**config.mk**
```make
export PLATFORM = sky130hd
export DESIGN_NAME = irq_encoder_8to3_flat
export DESIGN_NICKNAME = d
export VERILOG_FILES = /design/src/rtl/irq_encoder_8to3_pkg.sv /design/src/rtl/irq_encoder_8to3_if.sv /design/src/rtl/irq_encoder_8to3_prio_pick8.sv /design/src/rtl/irq_encoder_8to3.sv /design/src/flat_wrapper.sv
export SDC_FILE = /design/constraint.sdc
export NUM_CORES = 1
export LEC_CHECK = 0
export BUFFER_PORTS_ARGS = -buffer_cell sky130_fd_sc_hd__buf_2
export CAP_MARGIN = 10
export CORE_MARGIN = 1
export CORE_UTILIZATION = 49
export DETAILED_ROUTE_END_ITERATION = 12
export PLACE_DENSITY_LB_ADDON = 0.05
export SYNTH_ARGS = -nofsm -noshare
export SYNTH_HDL_FRONTEND = slang
export SYNTH_SLANG_ARGS = --single-unit
```
**constraint.sdc**
```tcl
create_clock -name clk -period 2.9 [get_ports clk]
set_input_delay 0.725 -clock clk [delete_from_list [all_inputs] [get_ports clk]]
set_output_delay 0.725 -clock clk [all_outputs]
set_load 0.02 [all_outputs]
```
**src/rtl/irq_encoder_8to3_pkg.sv**
```systemverilog
// Purpose: shared types, sizes and helpers for the 8-to-3 interrupt/request encoder.
// Latency: n/a (declarations only).
// Backpressure: n/a (declarations only).
// Contents: state_e FSM encoding, N_REQ / IDX_W sizes, onehot_of() index-to-one-hot helper.
package irq_enc_pkg;

  localparam int N_REQ = 8;
  localparam int IDX_W = 3;

  typedef enum logic {
    IDLE = 1'b0,
    HOLD = 1'b1
  } state_e;

  // Decoder direction: binary index back to its one-hot line.
  function automatic logic [N_REQ-1:0] onehot_of(input logic [IDX_W-1:0] idx);
    return N_REQ'(1) << idx;
  endfunction

endpackage

```
**src/rtl/irq_encoder_8to3_if.sv**
```systemverilog
// Purpose: bundles request-side inputs and the valid/ready index output of the encoder.
// Latency: n/a (wires only).
// Backpressure: out_ready from the consumer stalls out_valid/out_idx/out_onehot.
// Ports: req_in/mask/flush/out_ready driven toward the encoder;
//        out_valid/out_idx/out_onehot/pending driven by the encoder.
interface irq_encoder_8to3_if;
  import irq_enc_pkg::*;

  logic [N_REQ-1:0] req_in;
  logic [N_REQ-1:0] mask;
  logic             flush;
  logic             out_valid;
  logic             out_ready;
  logic [IDX_W-1:0] out_idx;
  logic [N_REQ-1:0] out_onehot;
  logic [N_REQ-1:0] pending;

  // Encoder side: produces the index stream.
  modport master (
    input  req_in,
    input  mask,
    input  flush,
    input  out_ready,
    output out_valid,
    output out_idx,
    output out_onehot,
    output pending
  );

  // Requester/consumer side.
  modport slave (
    output req_in,
    output mask,
    output flush,
    output out_ready,
    input  out_valid,
    input  out_idx,
    input  out_onehot,
    input  pending
  );

endinterface

```
**src/rtl/irq_encoder_8to3_prio_pick8.sv**
```systemverilog
// Purpose: combinational priority pick of one set bit out of 8 eligible lines.
// Latency: 0 cycles (pure combinational).
// Backpressure: none; output follows elig_i immediately.
// Ports: elig_i[7:0] eligible lines; any_o = some line eligible; idx_o = index of winner
//        (bit 7 wins when MSB_FIRST = 1, bit 0 wins when MSB_FIRST = 0; 0 when none).
module prio_pick8
  import irq_enc_pkg::*;
#(
  parameter bit MSB_FIRST = 1'b1
) (
  input  logic [N_REQ-1:0] elig_i,
  output logic             any_o,
  output logic [IDX_W-1:0] idx_o
);

  // Scan toward the winning end so the last hit seen is the highest-priority one.
  always_comb begin
    any_o = |elig_i;
    idx_o = '0;
    if (MSB_FIRST) begin
      for (int i = 0; i < N_REQ; i++) begin
        if (elig_i[i]) idx_o = IDX_W'(i);
      end
    end else begin
      for (int i = N_REQ - 1; i >= 0; i--) begin
        if (elig_i[i]) idx_o = IDX_W'(i);
      end
    end
  end

endmodule

```
**src/rtl/irq_encoder_8to3.sv**
```systemverilog
// Purpose: registered 8-to-3 priority encoder with sticky request capture and valid/ready output.
// Latency: req_in sampled at edge k is presented (out_valid = 1) after edge k; one index per cycle back-to-back.
// Backpressure: while out_ready = 0 the presented index is frozen; pending keeps collecting requests.
// Ports: clk rising-edge clock; rst async active-high reset;
//        bus (master modport): req_in, mask, flush, out_ready in; out_valid, out_idx, out_onehot, pending out.
module irq_encoder_8to3
  import irq_enc_pkg::*;
#(
  parameter bit MSB_FIRST = 1'b1
) (
  input  logic           clk,
  input  logic           rst,
  irq_encoder_8to3_if.master bus
);

  state_e           state_q, state_d;
  logic [N_REQ-1:0] pend_q,  pend_d;
  logic [IDX_W-1:0] idx_q,   idx_d;
  logic [N_REQ-1:0] oh_q,    oh_d;

  logic             hs;
  logic [N_REQ-1:0] clr;
  logic [N_REQ-1:0] seen;
  logic [N_REQ-1:0] elig;
  logic             pick_any;
  logic [IDX_W-1:0] pick_idx;

  // Served bit drops on handshake unless the same line re-requests this cycle;
  // a fresh request must not be swallowed by the acknowledgement of the old one.
  always_comb begin
    hs   = (state_q == HOLD) && bus.out_ready;
    clr  = hs ? (oh_q & ~bus.req_in) : '0;
    seen = (pend_q | bus.req_in) & ~clr;
    elig = seen & ~bus.mask;
  end

  prio_pick8 #(
    .MSB_FIRST (MSB_FIRST)
  ) u_pick (
    .elig_i (elig),
    .any_o  (pick_any),
    .idx_o  (pick_idx)
  );

  always_comb begin
    state_d = state_q;
    pend_d  = seen;
    idx_d   = idx_q;
    oh_d    = oh_q;

    unique case (state_q)
      IDLE: begin
        if (pick_any) begin
          state_d = HOLD;
          idx_d   = pick_idx;
          oh_d    = onehot_of(pick_idx);
        end
      end
      HOLD: begin
        // Presented index is only replaced on acceptance, never by a new winner.
        if (hs) begin
          if (pick_any) begin
            idx_d = pick_idx;
            oh_d  = onehot_of(pick_idx);
          end else begin
            state_d = IDLE;
            idx_d   = '0;
            oh_d    = '0;
          end
        end
      end
      default: begin
        state_d = IDLE;
        idx_d   = '0;
        oh_d    = '0;
      end
    endcase

    // Flush discards everything, including requests arriving in the same cycle.
    if (bus.flush) begin
      state_d = IDLE;
      pend_d  = '0;
      idx_d   = '0;
      oh_d    = '0;
    end
  end

  always_ff @(posedge clk or posedge rst) begin
    if (rst) begin
      state_q <= IDLE;
      pend_q  <= '0;
      idx_q   <= '0;
      oh_q    <= '0;
    end else begin
      state_q <= state_d;
      pend_q  <= pend_d;
      idx_q   <= idx_d;
      oh_q    <= oh_d;
    end
  end

  assign bus.out_valid  = (state_q == HOLD);
  assign bus.out_idx    = idx_q;
  assign bus.out_onehot = oh_q;
  assign bus.pending    = pend_q;

endmodule
```
**src/flat_wrapper.sv**
```systemverilog
// flat-port wrapper written by rule: the top's interface ports become plain ports
module irq_encoder_8to3_flat import irq_enc_pkg::*;
#(
  parameter bit MSB_FIRST = 1'b1
)
  (clk, rst, bus_req_in, bus_mask, bus_flush, bus_out_ready, bus_out_valid, bus_out_idx, bus_out_onehot, bus_pending);
  irq_encoder_8to3_if bus_i ();
  input  logic clk;
  input  logic rst;
  input wire logic [$bits(bus_i.req_in)-1:0] bus_req_in;
  input wire logic [$bits(bus_i.mask)-1:0] bus_mask;
  input wire logic [$bits(bus_i.flush)-1:0] bus_flush;
  input wire logic [$bits(bus_i.out_ready)-1:0] bus_out_ready;
  output wire logic [$bits(bus_i.out_valid)-1:0] bus_out_valid;
  output wire logic [$bits(bus_i.out_idx)-1:0] bus_out_idx;
  output wire logic [$bits(bus_i.out_onehot)-1:0] bus_out_onehot;
  output wire logic [$bits(bus_i.pending)-1:0] bus_pending;
  assign bus_i.req_in = bus_req_in;
  assign bus_i.mask = bus_mask;
  assign bus_i.flush = bus_flush;
  assign bus_i.out_ready = bus_out_ready;
  assign bus_out_valid = bus_i.out_valid;
  assign bus_out_idx = bus_i.out_idx;
  assign bus_out_onehot = bus_i.out_onehot;
  assign bus_pending = bus_i.pending;
  irq_encoder_8to3 #(.MSB_FIRST(MSB_FIRST)) u_core (.clk(clk), .rst(rst), .bus(bus_i));
endmodule
```
==> results of run 1 <==
cells by family (layout without fill, tap and decap cells):
logic type / Yosys count / after routing / synth area share
DFF: 20 / 20 / 0.4367
buffers and inverters: 8 / 47 / 0.03603
AOI/OAI and AO/OA: 25 / 25 / 0.1987
and+or+nand+nor: 50 / 50 / 0.2500
muxes: 6 / 6 / 0.07861
synth_stat cells:
cell       n
a311o_1    1
nor3_4     1
and4b_1    2
and2_4     1
nand3b_1   2
dfrtp_1   20
nor2b_1    1
a31oi_1    1
and2b_1    1
or3_1      3
nor4_1     1
inv_1      4
o32ai_2    1
clkbuf_1   2
nor2_2     1
a311oi_1   1
a311o_4    2
a22o_1     4
nand3_1    4
buf_6      1
nand4_4    1
o21ai_4    1
o22ai_1    2
o21a_1     1
nand2_1    6
nand2b_1   2
nor2_1    20
a21oi_1    9
buf_4      1
nor3_1     3
a311oi_2   2
mux2_4     6
nor4b_2    1
sequential cells by signal, indices dropped and copies added (netlist names):
signal and count:
u_core.bus.out_onehot 8, u_core.bus.out_valid 1, u_core.bus.pending 8, u_core.bus.out_idx 3
worst max-delay path: cells and delay by family (launching register included):
kind            cells  cell delay [ns]
compound gates      4             1.12
flops               1             0.65
simple gates        2             0.49
stage by stage:
step                       power, W  cells  area (um2)  hold slack (ns)  worst slack, ns
after floorplan           0.0004294    109        1146           0.6361           0.5941
after global placement    0.0004770    172        1350           0.4972           0.4067
after detailed placement  0.0004812    172        1350           0.5141           0.3614
after CTS                 0.0006459    176        1386           0.5479           0.5973
after global routing      0.0006730    176        1386           0.5622           0.4330
final                     0.0006467    176        1386           0.5249           0.5800
report_power, final:
part / total [W] / switching [W] / internal, W
sequential: 0.000314 / 0.0000170 / 0.000297
combinational: 0.000162 / 0.0000969 / 0.0000651
clock: 0.000171 / 0.0000941 / 0.0000768
total: 0.000647 / 0.000208 / 0.000439
final timing paths:
kind	startpoint	end	slack (ns)	cells after the start
worst max-delay path	u_core.bus.out_valid	u_core.bus.out_onehot[0]	0.58	6
worst min-delay path	rst	u_core.bus.out_onehot[1]	0.52	2
worst max register to register	u_core.bus.out_valid	u_core.bus.out_onehot[0]	0.58	6
worst min register to register	u_core.bus.out_idx[2]	u_core.bus.out_idx[2]	0.54	1
max in group asynchronous	rst	u_core.bus.pending[2]	1.88	2
min in group clk	u_core.bus.out_idx[2]	u_core.bus.out_idx[2]	0.54	1
final cells by class:
cell class | count | area, um2
inverter | 4 | 15.01
clock buffer | 4 | 36.28
fill | 198 | 825.8
tap | 28 | 35.03
sequential | 20 | 500.5
timing repair buffer | 39 | 195.2
multi-input combinational | 81 | 604.3
layer usage:
layer  share of wire  track usage
met1            0.47       0.3178
met2            0.45       0.3778
met3           0.048      0.03030
met4           0.027       0.1204
met5               0            0
==> impl_metrics.json, run 1 <==
{
  "setup_viol_count_final": 0,
  "yosysUniqueCellTypes": 33,
  "drive_above_1_share": 0.4054,
  "syn_nets": 129,
  "yosysSeqAreaShare": 0.4367,
  "postRouteAntennaNets": 0,
  "fmax_mhz": 431.0,
  "vias": 1015,
  "die_y_um": 50.36,
  "cap_violations": 0,
  "num_antenna_cells": 0,
  "route.detailed.drc": 0,
  "cts_resized": 0,
  "grt_max_degree": 21,
  "leakage_nw": 0.6991,
  "fin_util": 0.6267,
  "syn_inst": 109,
  "grt_pass1_vias": 994,
  "wl_mm": 2.686,
  "post_drt_wl_per_cell_um": 15.26,
  "critical_path.max_stage_delay_ns": 0.65,
  "hold_violations": 0,
  "cts_tree": "built",
  "cts_htree_levels": 1,
  "end_kind": "register",
  "grt_overflow": 0,
  "start_kind": "register",
  "die_area_mm2": 0.002536,
  "postCtsSetupBuffers": 0,
  "tightest_slew_ns": 0.7758,
  "final_common_cell": "buf_2",
  "vias_per_cell": 5.767,
  "power.density_mw_per_mm2": 466.5,
  "syn_area_per_cell_um2": 10.51,
  "grt_usage": 0.2381,
  "vdd_ir_drop_max_v": 0.0002403,
  "rsz0062_at_grt": "no",
  "cts_hold_buf": 0,
  "cts_buffers": 3,
  "min_period_over_period": 0.8000,
  "critPathKind": "reg2reg",
  "critPathMaxFanout": 13,
  "synthTopCellsByArea": "dfrtp_1, mux2_4, nor2_1, a21oi_1, a311o_4",
  "cts.sinks": 20,
  "port_buffers": 39,
  "slowest_stage": "dfrtp_1",
  "slew_violations": 0,
  "initial_core_util": 0.5181,
  "finalSetupTns_ns": 0,
  "outcome": "finished clean",
  "nets": 169,
  "dp_hpwl_mm": 1.994,
  "core_area_mm2": 0.002212,
  "crit_chain": "nand3_1 -> a21oi_1 -> o22ai_1 -> a311oi_2 -> nor4b_2 -> a22o_1",
  "syn_area_mm2": 0.001146,
  "synthToLayoutAreaGrowth_pct": 20.96,
  "grt_pass1_wl_mm": 4.491,
  "num_rows": 17,
  "cp_data_required_time_ns": 3.16,
  "period_needed_ns": 2.320,
  "clk_latency_ns": 0.32,
  "yosysTopAreaCell": "dfrtp_1",
  "ys_seq_elements": 20,
  "max-slew-margin-rel": 0.4822,
  "netlist.area_leader.share": 0.4367,
  "path_clk_slew_ns": 0.12,
  "antenna_found_initial": 0,
  "first_pass_iters": 6,
  "ys.warnings.count": 0,
  "ios": 40,
  "gp_congestion": 0.8254,
  "die_w_um": 50.36,
  "cp_data_arrival_time_ns": 2.58,
  "cts_root_buf": "clkbuf_4",
  "drtIter0Drc": 14,
  "fin_skew_ns": 0.008445,
  "layout_common_cells": "buf_2, nor2_1, dfrtp_1",
  "hp-class": "in2async",
  "cts_buffer_depth": 2
}
(Power assumes the default switching activity.)
==> inputs of run 2 (changes only) <==
Settings changed: CORE_UTILIZATION 49 to 44.
Clock period 2.9 ns to 1.9 ns, I/O delays scaled along.
==> run 2 against run 1 <==
The flow now finishes with violations (negative setup slack). Sequential power increased by 52%. Setup slack got worse by 0.67 ns. Fmax increased by 17%. Hold slack got worse by 0.34 ns. Clock-buffer cell count decreased by 1. Critical endpoint is now u_core.bus.out_idx[2]. Largest cell class unchanged.
==> impl_metrics.json, run 2 (synthesis gave the netlist of run 1 again) <==
{
  "seq_power_share": 0.405,
  "path_clk_slew_ns": 0.12,
  "die_area_mm2": 0.002813,
  "outcome": "finished, violations left",
  "num_antenna_cells": 0,
  "hp-class": "in2async",
  "vdd_ir_drop_max_v": 0.0005807,
  "fin_cells": 206,
  "cts_tree": "built",
  "nets": 197,
  "dp.cells": 196,
  "grt_overflow": 0,
  "max-slew-margin-rel": 0.7516,
  "cts_htree_levels": 1,
  "die_w_um": 53.04,
  "wl_mm": 3.212,
  "gp_congestion": 0.8748,
  "drtIter0Drc": 26,
  "grt_usage": 0.2538,
  "fmax_mhz": 502.2,
  "hold_violations": 0,
  "layout_common_cells": "buf_2, buf_4, nor2_1",
  "postRouteAntennaNets": 0,
  "cts.sinks": 20,
  "power.density_mw_per_mm2": 673.0,
  "end_kind": "register",
  "final_common_cell": "buf_2",
  "power_frac_clock": 0.298,
  "start_kind": "register",
  "cp_data_arrival_time_ns": 2.19,
  "synthToLayoutAreaGrowth_pct": 52.73,
  "clk_latency_ns": 0.30,
  "cts_root_buf": "clkbuf_4",
  "vias": 1111,
  "combPwrFrac": 0.296,
  "rsz0062_at_grt": "yes",
  "setup_viol_count_final": 10,
  "grt_pass1_wl_mm": 5.037,
  "num_rows": 18,
  "dpl-instance-area_mm2": 0.001529,
  "leakage_nw": 0.8763,
  "initial_core_util": 0.4626,
  "finalSetupTns_ns": -0.6446,
  "cts_buffers": 3,
  "period_needed_ns": 1.991,
  "critical_path.max_stage_delay_ns": 0.46,
  "route.detailed.drc": 0,
  "violations": "negative setup slack",
  "pre_cts_ws_ns": -0.3306,
  "nFillCells": 196,
  "die_y_um": 53.04,
  "cts_buffer_depth": 2,
  "cp_data_required_time_ns": 2.10,
  "switching_share": 0.2938,
  "crit_family": "flip-flops",
  "grt_max_degree": 21,
  "critPathMaxFanout": 8,
  "grt_pass1_vias": 1110,
  "dp_hpwl_mm": 2.327,
  "cp.buffers_inverters": 2,
  "crit_chain": "buf_4 -> nand3_1 -> a21oi_2 -> o22ai_4 -> nor3_4 -> o21ai_4 -> buf_12 -> mux2_4",
  "p_switching_w": 0.0003462,
  "fin_skew_ns": 0.002917,
  "min_period_over_period": 1.048,
  "slew_violations": 0,
  "slowest_stage": "dfrtp_2",
  "antenna_found_initial": 0,
  "drive_above_1_share": 0.5625,
  "ios": 40,
  "port_buffers": 39,
  "whs_ns": 0.1876,
  "p_int_w": 0.0008319,
  "critPathKind": "reg2reg",
  "tightest_slew_ns": 0.3692,
  "vias_per_cell": 5.393,
  "core_area_mm2": 0.002477,
  "final_area_mm2": 0.001750,
  "first_pass_iters": 4,
  "post_drt_wl_per_cell_um": 15.59,
  "cap_violations": 0,
  "setup_slack_ns": -0.09116
}
[run 2: layer usage]
layer	vias up	global-route usage	routed length [um]
li1	533	-	-
met1	543	0.3238	1382
met2	33	0.4388	1633
met3	2	0.06034	172
met4	0	0.03947	24
met5	-	0	0
[run 2: repair_timing]
action,in CTS,in global routing
hold buffers,0,0
pin swaps,5,8
gates resized for setup,6,11
buffers inserted,3,3
setup endpoints to repair,11,11
[run 2: stage by stage]
| stage | power, W | util |
|---|---|---|
| after floorplan | 0.0006593 | - |
| after global placement | 0.0007745 | 0.6172 |
| after detailed placement | 0.0007830 | 0.6172 |
| after CTS | 0.001162 | 0.6697 |
| after global routing | 0.001243 | 0.7066 |
| final | 0.001178 | 0.7066 |
[run 2: power by group through the flow]
stage	Combinational, W	Sequential, W	Clock, W
6_report	0.000349	0.000477	0.000352
5_1_grt	0.000377	0.000483	0.000383
4_1_cts	0.000325	0.000475	0.000361
3_5_place_dp	0.000298	0.000485	0
3_3_place_gp	0.000292	0.000482	0
2_1_floorplan	0.000143	0.000516	0
[run 2: worst paths after layout]
| path | endpoint | from | depth (start not counted) | slack [ns] |
|---|---|---|---|---|
| worst max-delay path | u_core.bus.out_idx[2] | u_core.bus.out_valid | 8 | -0.09 |
| worst min-delay path | u_core.bus.out_onehot[4] | rst | 3 | 0.19 |
| worst max register to register | u_core.bus.out_idx[2] | u_core.bus.out_valid | 8 | -0.09 |
| worst min register to register | u_core.bus.out_idx[1] | u_core.bus.out_idx[1] | 1 | 0.53 |
| max in group asynchronous | u_core.bus.out_valid | rst | 3 | 1.48 |
| min in group clk | u_core.bus.pending[5] | bus_req_in[5] | 3 | 0.41 |
[run 2: layout make-up]
class / count / area [um2] / share of cell area
Multi-Input combinational cell: 81 / 718.2 / 0.4103
Inverter: 4 / 15.01 / 0.008578
Sequential cell: 20 / 501.7 / 0.2866
Clock inverter: 1 / 30.03 / 0.01716
Tap cell: 30 / 37.54 / 0.02144
Timing Repair Buffer: 67 / 425.4 / 0.2430
Clock buffer: 3 / 22.52 / 0.01287
[run 2: tightest hold or removal path, cell delays in order]
cell and delay, ns:
buf_2 0.10, inv_1 0.05, buf_4 0.27
